<file path="src/rtl/llc_input_queues_pkg.sv">
// llc_input_queues_pkg: shared LLC cache types and address-split constants.
package llc_input_queues_pkg;
  localparam int LINE_ADDR_BITS = 16;
  localparam int LLC_SET_BITS = 5;
  localparam int LLC_TAG_BITS = LINE_ADDR_BITS - LLC_SET_BITS;
  typedef logic [LINE_ADDR_BITS-1:0] line_addr_t;
  typedef logic [LLC_SET_BITS-1:0] llc_set_t;
  typedef logic [LLC_TAG_BITS-1:0] llc_tag_t;
  typedef struct packed {
    logic [2:0] coh_msg;
    logic [1:0] hprot;
    line_addr_t addr;
    logic [3:0] req_id;
  } llc_req_in_t;
  typedef struct packed {
    logic [2:0]  coh_msg;
    line_addr_t  addr;
    logic [31:0] line;
    logic [3:0]  req_id;
  } llc_rsp_in_t;
  typedef struct packed {
    logic [2:0]  coh_msg;
    line_addr_t  addr;
    logic [31:0] word;
    logic [3:0]  req_id;
  } llc_dma_req_in_t;
  function automatic llc_set_t addr_set(input line_addr_t a);
    return a[LLC_SET_BITS-1:0];
  endfunction
  function automatic llc_tag_t addr_tag(input line_addr_t a);
    return a[LINE_ADDR_BITS-1:LLC_SET_BITS];
  endfunction
endpackage

</file>
<file path="src/rtl/llc_input_queues_fifo.sv">
// llc_input_fifo: DEPTH-entry circular FIFO with registered ready and
// unregistered head mux; flags a pop attempted while empty.
module llc_input_fifo #(
  parameter type T = logic,
  parameter int DEPTH = 2
) (
  input  logic clk,
  input  logic rst,
  input  logic i_valid,
  output logic o_ready,
  input  T     i_data,
  input  logic i_get,
  output logic o_valid,
  output T     o_head,
  output logic o_underflow
);
  localparam int PW = DEPTH > 1 ? $clog2(DEPTH) : 1;
  localparam int CW = $clog2(DEPTH) + 1;
  T r_mem [DEPTH];
  logic [PW-1:0] r_wr_ptr, r_rd_ptr;
  logic [CW-1:0] r_count;
  logic w_push, w_pop;
  assign o_ready = r_count != CW'(DEPTH);
  assign o_valid = r_count != '0;
  assign o_head = r_mem[r_rd_ptr];
  assign w_push = i_valid && o_ready;
  assign w_pop = i_get && o_valid;
  assign o_underflow = i_get && !o_valid;
  always_ff @(posedge clk)
    if (!rst) begin
      r_wr_ptr <= '0;
      r_rd_ptr <= '0;
      r_count <= '0;
    end else begin
      if (w_push) r_wr_ptr <= r_wr_ptr == PW'(DEPTH-1) ? '0 : r_wr_ptr + 1'b1;
      if (w_pop) r_rd_ptr <= r_rd_ptr == PW'(DEPTH-1) ? '0 : r_rd_ptr + 1'b1;
      r_count <= r_count + CW'(w_push) - CW'(w_pop);
    end
  always_ff @(posedge clk)
    if (rst && w_push) r_mem[r_wr_ptr] <= i_data;
endmodule

</file>
<file path="src/rtl/llc_input_queues.sv">
// llc_input_queues: LLC ingress buffering for request, response and DMA
// channels, plus a 1-entry flush request and a stalled-request holding register.
module llc_input_queues
  import llc_input_queues_pkg::*;
#(
  parameter int DEPTH = 2
) (
  input  logic            clk,
  input  logic            rst,
  input  logic            llc_req_in_valid,
  output logic            llc_req_in_ready,
  input  llc_req_in_t     llc_req_in_data,
  input  logic            llc_rsp_in_valid,
  output logic            llc_rsp_in_ready,
  input  llc_rsp_in_t     llc_rsp_in_data,
  input  logic            llc_dma_req_in_valid,
  output logic            llc_dma_req_in_ready,
  input  llc_dma_req_in_t llc_dma_req_in_data,
  input  logic            llc_rst_tb_valid,
  output logic            llc_rst_tb_ready,
  input  logic            llc_rst_tb_data,
  input  logic            get_req,
  input  logic            get_rsp,
  input  logic            get_dma_req,
  input  logic            get_rst_tb,
  output logic            llc_req_in_valid_int,
  output logic            llc_rsp_in_valid_int,
  output logic            llc_dma_req_in_valid_int,
  output logic            llc_rst_tb_valid_int,
  output llc_req_in_t     req_in_head,
  output llc_rsp_in_t     rsp_in_head,
  output llc_dma_req_in_t dma_req_in_head,
  output logic            rst_tb_head,
  input  logic            set_req_in_stalled,
  input  logic            clr_req_in_stalled_valid,
  output logic            req_in_stalled_valid,
  output llc_req_in_t     req_in_stalled,
  output llc_set_t        req_in_stalled_set,
  output llc_tag_t        req_in_stalled_tag,
  output logic            underflow_err
);
  logic w_uf_req, w_uf_rsp, w_uf_dma;
  logic r_rst_tb_valid, r_rst_tb_data, r_stalled_valid, r_underflow;
  llc_req_in_t r_stalled;
  llc_input_fifo #(.T(llc_req_in_t), .DEPTH(DEPTH)) u_req (
    .clk(clk), .rst(rst), .i_valid(llc_req_in_valid), .o_ready(llc_req_in_ready),
    .i_data(llc_req_in_data), .i_get(get_req), .o_valid(llc_req_in_valid_int),
    .o_head(req_in_head), .o_underflow(w_uf_req));
  llc_input_fifo #(.T(llc_rsp_in_t), .DEPTH(DEPTH)) u_rsp (
    .clk(clk), .rst(rst), .i_valid(llc_rsp_in_valid), .o_ready(llc_rsp_in_ready),
    .i_data(llc_rsp_in_data), .i_get(get_rsp), .o_valid(llc_rsp_in_valid_int),
    .o_head(rsp_in_head), .o_underflow(w_uf_rsp));
  llc_input_fifo #(.T(llc_dma_req_in_t), .DEPTH(DEPTH)) u_dma (
    .clk(clk), .rst(rst), .i_valid(llc_dma_req_in_valid), .o_ready(llc_dma_req_in_ready),
    .i_data(llc_dma_req_in_data), .i_get(get_dma_req), .o_valid(llc_dma_req_in_valid_int),
    .o_head(dma_req_in_head), .o_underflow(w_uf_dma));
  assign llc_rst_tb_ready = !r_rst_tb_valid;
  assign llc_rst_tb_valid_int = r_rst_tb_valid;
  assign rst_tb_head = r_rst_tb_data;
  assign req_in_stalled_valid = r_stalled_valid;
  assign req_in_stalled = r_stalled;
  assign req_in_stalled_set = addr_set(r_stalled.addr);
  assign req_in_stalled_tag = addr_tag(r_stalled.addr);
  assign underflow_err = r_underflow;
  // data registers are only loaded out of reset and never cleared
  always_ff @(posedge clk)
    if (!rst) begin
      r_rst_tb_valid <= 1'b0;
      r_stalled_valid <= 1'b0;
      r_underflow <= 1'b0;
    end else begin
      if (get_rst_tb) r_rst_tb_valid <= 1'b0;
      else if (llc_rst_tb_valid && !r_rst_tb_valid) begin
        r_rst_tb_valid <= 1'b1;
        r_rst_tb_data <= llc_rst_tb_data;
      end
      if (set_req_in_stalled) begin
        r_stalled_valid <= 1'b1;
        r_stalled <= req_in_head;
      end else if (clr_req_in_stalled_valid) r_stalled_valid <= 1'b0;
      r_underflow <= r_underflow | w_uf_req | w_uf_rsp | w_uf_dma;
    end
endmodule

</file>
<file path="config.mk">
export PLATFORM = sky130hd
export DESIGN_NAME = llc_input_queues
export DESIGN_NICKNAME = d
export VERILOG_FILES = /design/src/rtl/llc_input_queues_pkg.sv /design/src/rtl/llc_input_queues_fifo.sv /design/src/rtl/llc_input_queues.sv
export SDC_FILE = /design/constraint.sdc
export NUM_CORES = 1
export LEC_CHECK = 0
export BUFFER_PORTS_ARGS = -buffer_cell sky130_fd_sc_hd__buf_2
export CAP_MARGIN = 10
export CORE_MARGIN = 2
export CORE_UTILIZATION = 40
export CTS_BUF_LIST = sky130_fd_sc_hd__clkbuf_16
export DETAILED_ROUTE_END_ITERATION = 8
export GPL_TIMING_DRIVEN = 0
export PLACE_DENSITY = 0.66
export SYNTH_ARGS = -nofsm -noshare
export SYNTH_HDL_FRONTEND = slang
export SYNTH_SLANG_ARGS = --single-unit
</file>
<file path="constraint.sdc">
create_clock -name clk -period 8.15 [get_ports clk]
set_input_delay 0.4075 -clock clk [delete_from_list [all_inputs] [get_ports clk]]
set_output_delay 0.4075 -clock clk [all_outputs]
set_load 0.03 [all_outputs]
</file>
Yosys cells after proc, flatten, opt, wreduce, memory -nomap -nowiden
Memory sizes are Yosys's and may differ from the RTL's. A register that Yosys moved wholly into a read port is not among the register bits.
Index checks and enable logic that the tools add are counted.

word-level totals
  flip-flop bits (word level) = 41
  RAM bits = 270
  input bits = 148
  output and inout bits = 187
  logic and storage cells = 84
  memories kept = 3

memories
  memory       words  bits a word  read ports  clocked after Yosys merged registers in  write ports  line                         text
  u_dma.r_mem  2      55           1           1                                        1            llc_input_queues_fifo.sv:19  T r_mem [DEPTH];
  u_rsp.r_mem  2      55           1           1                                        1            llc_input_queues_fifo.sv:19
  u_req.r_mem  2      25           1           1                                        1            llc_input_queues_fifo.sv:19

cells by class
  add/subtract/negate cells = 12
  equal/unequal tests = 3
  muxes and demuxes = 20
  bitwise gates (word level) = 5
  reductions and logical operators = 24

operators with widths
  cell                 number
  $mux 1               20
  $logic_and 1x1->1    13
  $reduce_bool 2->1    4
  $add 1x1->1 const B  6
  $add 2x1->2          3
  $ne 2x2->1 const B   3
  $sub 2x1->2          3
  $logic_not 1->1      4
  $or 1x1->1           3
  $reduce_and 3->1     1
  $not 1->1            2
  $reduce_and 2->1     1
  $reduce_or 2->1      1

Longest topological paths before layout
  word-level depth = 6
  gate-level depth with buffers = 5
  gate-level depth less buffers = 5

Hierarchy
Synthesis repeated with hierarchy kept, for this count alone.

second synthesis, totals
  cell total of the unflattened synthesis = 554
  area, all modules = 12104.1 sq um

modules (own cells, without submodules)
  module                       times used  cells each  area an instance (sq um)  sequential area each (sq um)
  llc_input_fifo at u_dma ...  2           198         4464.3                    3403.3
  llc_input_fifo at u_req      1           105         2155.8                    1601.5
  llc_input_queues             1           53          1019.7                    840.8

Least setup slack after synthesis
OpenSTA, ideal clock, no wires.

  path type = input -> register
  from = in rst
  to = mem u_rsp.r_mem[1][0] (netlist name) (enable)
  setup time = 624 ps
  data arrival time = 6226 ps
  required time = 7526 ps
  slack = 1300 ps
  stages = 3
  path buffers = 1
  path through = inv_2 buf_6 nor4b_1

between the ends
  word-level cells in the longest chain between the ends = 3

RTL lines
  element                       line                         text
  start: declaration            llc_input_queues.sv:9        input logic rst,
  $logic_and 1x1->1             llc_input_queues_fifo.sv:40  if (rst && w_push) r_mem[r_wr_ptr] <= i_data;
  $mux 1                        llc_input_queues_fifo.sv:40
  $mux 1 (implied by the code)  llc_input_queues_fifo.sv:40
  end: declaration              llc_input_queues_fifo.sv:19

No other way between the ends.

Worst setup path in the final report
  from = reg u_rsp.r_count[0]
  to = mem u_rsp.r_mem[1][47] (netlist name) (enable)

between the ends
  word-level cells in the longest chain between the ends = 5

RTL lines
  element                       line                         text
  start: declaration            llc_input_queues_fifo.sv:21  logic [CW-1:0] r_count;
  start signal: assignment      llc_input_queues_fifo.sv:37  r_count <= r_count + CW'(w_push) - CW'(w_pop);
  $ne 2x2->1                    llc_input_queues_fifo.sv:23  assign o_ready = r_count != CW'(DEPTH);
  $logic_and 1x1->1             llc_input_queues_fifo.sv:26  assign w_push = i_valid && o_ready;
  $logic_and 1x1->1             llc_input_queues_fifo.sv:40
  $mux 1                        llc_input_queues_fifo.sv:40
  $mux 1 (implied by the code)  llc_input_queues_fifo.sv:40

No other way between the ends.

==> impl_metrics.xml <==
<?xml version="1.0" encoding="UTF-8"?>
<metrics>
  <group name="cts">
    <metric name="cts_repair_resize_count" unit="">0</metric>
    <metric name="cts_num_sinks" unit="">314</metric>
    <metric name="postCtsSetupBuffers" unit="">0</metric>
    <metric name="clk_latency" unit="ns">0.50</metric>
    <metric name="hold_buffers" unit="">0</metric>
    <metric name="cts-buffers-inserted" unit="">34</metric>
    <metric name="cts.root.buffer_cell" unit="">sky130_fd_sc_hd__clkbuf_16</metric>
    <metric name="clockBufferDepth" unit="">3</metric>
    <metric name="clock_pin_slew_worst_setup_and_hold_paths" unit="ns">0.06</metric>
    <metric name="cts_tree" unit="">done</metric>
    <metric name="cts-htree-levels" unit="">2</metric>
  </group>
  <group name="pwr">
    <metric name="fin_total_pwr" unit="mW">4.79</metric>
    <metric name="p_leak" unit="nW">5.84</metric>
    <metric name="irDropWorstVdd" unit="mV">0.192</metric>
    <metric name="p_per_area" unit="nW/um2">317</metric>
  </group>
  <group name="floorplanning">
    <metric name="design.die.area" unit="um2">30300</metric>
    <metric name="floorplan.initialDensity" unit="">0.405</metric>
    <metric name="dieWidth" unit="um">174</metric>
    <metric name="die-height" unit="um">174</metric>
    <metric name="placeableCoreArea" unit="um2">28500</metric>
    <metric name="core.rowCount" unit="">62</metric>
    <metric name="num_io_pins" unit="">335</metric>
  </group>
  <group name="synth">
    <metric name="synth_seq_cells" unit="">314</metric>
    <metric name="yosys.area.top_type_share" unit="">0.769</metric>
    <metric name="yosys.area_share.adder" unit="">0.00325</metric>
    <metric name="post_synth_most_frequent_cells" unit="">sky130_fd_sc_hd__edfxtp_1 (296), sky130_fd_sc_hd__mux2_2 (135), sky130_fd_sc_hd__buf_4 (28)</metric>
    <metric name="netlist_area" unit="um2">11600</metric>
    <metric name="synth_compound_area_frac" unit="">0.00780</metric>
    <metric name="synthesis.area_per_instance" unit="um2">20.3</metric>
    <metric name="synthFlopType" unit="">sky130_fd_sc_hd__edfxtp_1</metric>
    <metric name="syn_inst_count" unit="">569</metric>
    <metric name="largest_family_of_logic_cells_by_synthesized_area" unit="">multiplexers</metric>
    <metric name="synth-simple-area-share" unit="">0.0230</metric>
    <metric name="synth_edf_count" unit="">296</metric>
    <metric name="synth-async-reset-ratio" unit="">0</metric>
    <metric name="mappedNetlistNets" unit="">720</metric>
    <metric name="synthMuxAreaShare" unit="">0.137</metric>
    <metric name="synth_top_cells_by_area" unit="">sky130_fd_sc_hd__edfxtp_1 (77%), sky130_fd_sc_hd__mux2_2 (13%), sky130_fd_sc_hd__dfxtp_1 (3.1%)</metric>
    <metric name="synth_cell_type_count" unit="">28</metric>
    <metric name="cell_type_contributing_the_most_total_cell_area_after_synthesis" unit="">sky130_fd_sc_hd__edfxtp_1</metric>
    <metric name="post-synth-top-count-cell" unit="">sky130_fd_sc_hd__edfxtp_1</metric>
    <metric name="synth-warning-count" unit="">0</metric>
    <metric name="fraction_of_synthesized_cell_area_in_xor_and_xnor_cells" unit="">0.00227</metric>
    <metric name="yosysSeqAreaShare" unit="">0.800</metric>
  </group>
  <group name="route">
    <metric name="antenna_violating_nets_post_route" unit="">0</metric>
    <metric name="post_drt_wl_per_cell" unit="um">17.3</metric>
    <metric name="dr.first_iter.drc_count" unit="">248</metric>
    <metric name="post_drt_via_cell_ratio" unit="">4.64</metric>
    <metric name="total_wirelength_of_the_detailed_routed_design" unit="um">24000</metric>
    <metric name="drt_drc_violations_left" unit="">0</metric>
    <metric name="via_count" unit="">6453</metric>
    <metric name="1st_pass_router_iterations" unit="">4</metric>
  </group>
  <group name="grt">
    <metric name="grt_antenna_before_repair" unit="">5</metric>
    <metric name="global_route.usage.met1" unit="">0.172</metric>
    <metric name="globalRoute.totalOverflow" unit="">0</metric>
    <metric name="busiest_layer" unit="">met2</metric>
    <metric name="grt_util_all_layers" unit="">0.153</metric>
    <metric name="number_of_global_route_vias_before_repair" unit="">6624</metric>
    <metric name="global_route.usage.met3" unit="">0.0431</metric>
    <metric name="grt_start_max_net_pins" unit="">26</metric>
    <metric name="grt_first_pass_wirelength" unit="um">36000</metric>
    <metric name="grt_use_met2" unit="">0.273</metric>
  </group>
  <group name="timing">
    <metric name="final_count_of_pins_violating_max_slew" unit="">0</metric>
    <metric name="min_period_over_period" unit="">0.308</metric>
    <metric name="maxClockFrequency" unit="GHz">0.399</metric>
    <metric name="final-setup-viol-count" unit="">0</metric>
    <metric name="worst_slew_margin_rel" unit="">0.383</metric>
    <metric name="period_minus_slack" unit="ns">2.51</metric>
    <metric name="grt_setup_unrepaired" unit="">no</metric>
    <metric name="final.hold.worst_slack" unit="ns">0.0835</metric>
    <metric name="setup_slack" unit="ns">5.64</metric>
    <metric name="worst_pin_slew" unit="ns">0.924</metric>
    <metric name="hold_violations_final" unit="">0</metric>
    <metric name="final.setup_skew" unit="ns">0.0159</metric>
  </group>
  <group name="worst_setup_path">
    <metric name="path_class" unit="">flip-flop to flip-flop</metric>
    <metric name="path_max_fanout" unit="">9</metric>
    <metric name="series_of_cell_instances_along_the_critical_path" unit="">nor2b_4, nor4b_2, buf_4, buf_4, buf_4, buf_4</metric>
    <metric name="path_delay_family" unit="">simple AND/OR/NAND/NOR gates</metric>
    <metric name="critPathSlowestCell" unit="">sky130_fd_sc_hd__nor4b_2</metric>
    <metric name="critical_path_start_type" unit="">flip-flop</metric>
    <metric name="worst_ep_arrival_time" unit="ns">2.71</metric>
    <metric name="cp.buffers_inverters" unit="">4</metric>
    <metric name="critPathMostFrequentCell" unit="">sky130_fd_sc_hd__buf_4</metric>
    <metric name="cp.required" unit="ns">8.35</metric>
    <metric name="critical_path.endpoint_type" unit="">flip-flop</metric>
    <metric name="max_stage_delay" unit="ns">0.81</metric>
  </group>
  <group name="placed_design">
    <metric name="portBuffers" unit="">334</metric>
    <metric name="dp.cells" unit="">1326</metric>
    <metric name="placement.setup.worst_slack" unit="ns">5.19</metric>
    <metric name="dpl.hpwl" unit="um">17600</metric>
    <metric name="place.gp.congestion" unit="">0.745</metric>
  </group>
  <group name="hold_path">
    <metric name="hold_path.class" unit="">input pin to flip-flop</metric>
  </group>
  <group name="layout">
    <metric name="final_net_count" unit="">1130</metric>
    <metric name="final-instance-count-excl-fill" unit="">1391</metric>
    <metric name="n_fill_cell" unit="">2437</metric>
    <metric name="area_growth" unit="%">30.6</metric>
    <metric name="drive_above_1_share" unit="">0.592</metric>
  </group>
  <group name="status">
    <metric name="status" unit="">completed</metric>
  </group>
  <group name="job">
    <metric name="timing.max_cap.violations" unit="">0</metric>
  </group>
</metrics>
==> cells in the final DEF, fill, tap and decap left out, types with 2 or more instances in the layout <==
master / synthesis / layout
sky130_fd_sc_hd__buf_6: 1 / 8
sky130_fd_sc_hd__nor4b_2: 0 / 3
sky130_fd_sc_hd__buf_4: 28 / 60
sky130_fd_sc_hd__nor4_2: 0 / 3
sky130_fd_sc_hd__nor2_1: 11 / 11
sky130_fd_sc_hd__xnor2_1: 3 / 3
sky130_fd_sc_hd__o21ai_0: 6 / 6
sky130_fd_sc_hd__mux2_2: 135 / 135
sky130_fd_sc_hd__dfxtp_1: 18 / 18
sky130_fd_sc_hd__nor2b_4: 3 / 3
sky130_fd_sc_hd__nand2_1: 6 / 6
sky130_fd_sc_hd__edfxtp_1: 296 / 296
sky130_fd_sc_hd__clkinv_1: 0 / 5
sky130_fd_sc_hd__inv_1: 14 / 27
sky130_fd_sc_hd__nor3_1: 4 / 4
sky130_fd_sc_hd__o21a_1: 3 / 3
sky130_fd_sc_hd__nor2b_1: 3 / 3
sky130_fd_sc_hd__or3_1: 3 / 3
sky130_fd_sc_hd__a21oi_1: 6 / 6
sky130_fd_sc_hd__clkbuf_16: 0 / 35
sky130_fd_sc_hd__mux2i_1: 6 / 6
sky130_fd_sc_hd__diode_2: 0 / 4
sky130_fd_sc_hd__nor3b_1: 3 / 3
sky130_fd_sc_hd__clkinv_2: 0 / 5
sky130_fd_sc_hd__ha_1: 3 / 3
sky130_fd_sc_hd__nand2b_1: 2 / 2
sky130_fd_sc_hd__buf_2: 3 / 337
==> sequential cells by signal, indices dropped and copies added (netlist names), named ones only <==
register,count
u_rsp.r_wr_ptr,1
u_rsp.r_rd_ptr,1
llc_rst_tb_valid_int,1
u_rsp.r_mem,110
u_req.r_count,2
u_dma.r_rd_ptr,1
req_in_stalled,25
u_rsp.r_count,2
u_dma.r_count,2
u_dma.r_wr_ptr,1
underflow_err,1
rst_tb_head,1
u_req.r_rd_ptr,1
u_dma.r_mem,110
req_in_stalled_valid,1
u_req.r_wr_ptr,1
u_req.r_mem,50
==> routing by layer <==
metal	vias to the layer above	share of wire	wire, um
li1	3015	-	-
met1	3164	0.38	9110
met2	226	0.52	12500
met3	46	0.070	1670
met4	2	0.032	779
met5	-	0.00050	12
==> cells by family after synthesis <==
family,count (synthesis)
flip-flops,314
multiplexers,141
buffers and inverters,48
AND/OR/NAND/NOR,44
AO/OA/AOI/OAI,16
XOR/XNOR,3
adder cells (fa/ha/maj),3
==> cell type report <==
cell class,instances,area (um2),area share
sequential,314,9250,0.613
multi-input combinational,207,2040,0.135
timing repair buffer,374,2010,0.133
clock buffer,35,876,0.0580
tap,384,480,0.0318
buffer,33,250,0.0166
clock inverter,25,131,0.00870
inverter,15,56.3,0.00373
antenna,4,10.0,0.000663
==> power by group <==
| part | internal, mW | switching [mW] |
|---|---|---|
| clock | 0.805 | 0.577 |
| sequential | 1.94 | 0.0524 |
| combinational | 0.518 | 0.892 |
| total | 3.27 | 1.52 |
==> metrics by stage <==
| step | area (um2) | setup TNS [ns] | util |
|---|---|---|---|
| floorplan | 11600 | 0 | - |
| global placement | 13700 | -507.77 | 0.480 |
| detailed placement | 14100 | 0 | 0.493 |
| CTS | 15100 | 0 | 0.528 |
| global route | 15100 | 0 | 0.529 |
| finish | 15100 | 0 | 0.529 |
==> final timing paths <==
check                                           end                               from  cells past startpoint  slack [ns]
hold / removal                rst_tb_head$_DFFE_PP_                    llc_rst_tb_data                      1        0.08
setup reg to reg       u_rsp.r_mem[1][47]$_DFFE_PP_        u_rsp.r_count[0]$_SDFF_PN0_                      6        5.64
hold reg to reg   req_in_stalled_valid$_SDFFE_PN0P_  req_in_stalled_valid$_SDFFE_PN0P_                      2        0.50
setup / recovery       u_rsp.r_mem[1][47]$_DFFE_PP_        u_rsp.r_count[0]$_SDFF_PN0_                      6        5.64
(Power assumes the default switching activity.)
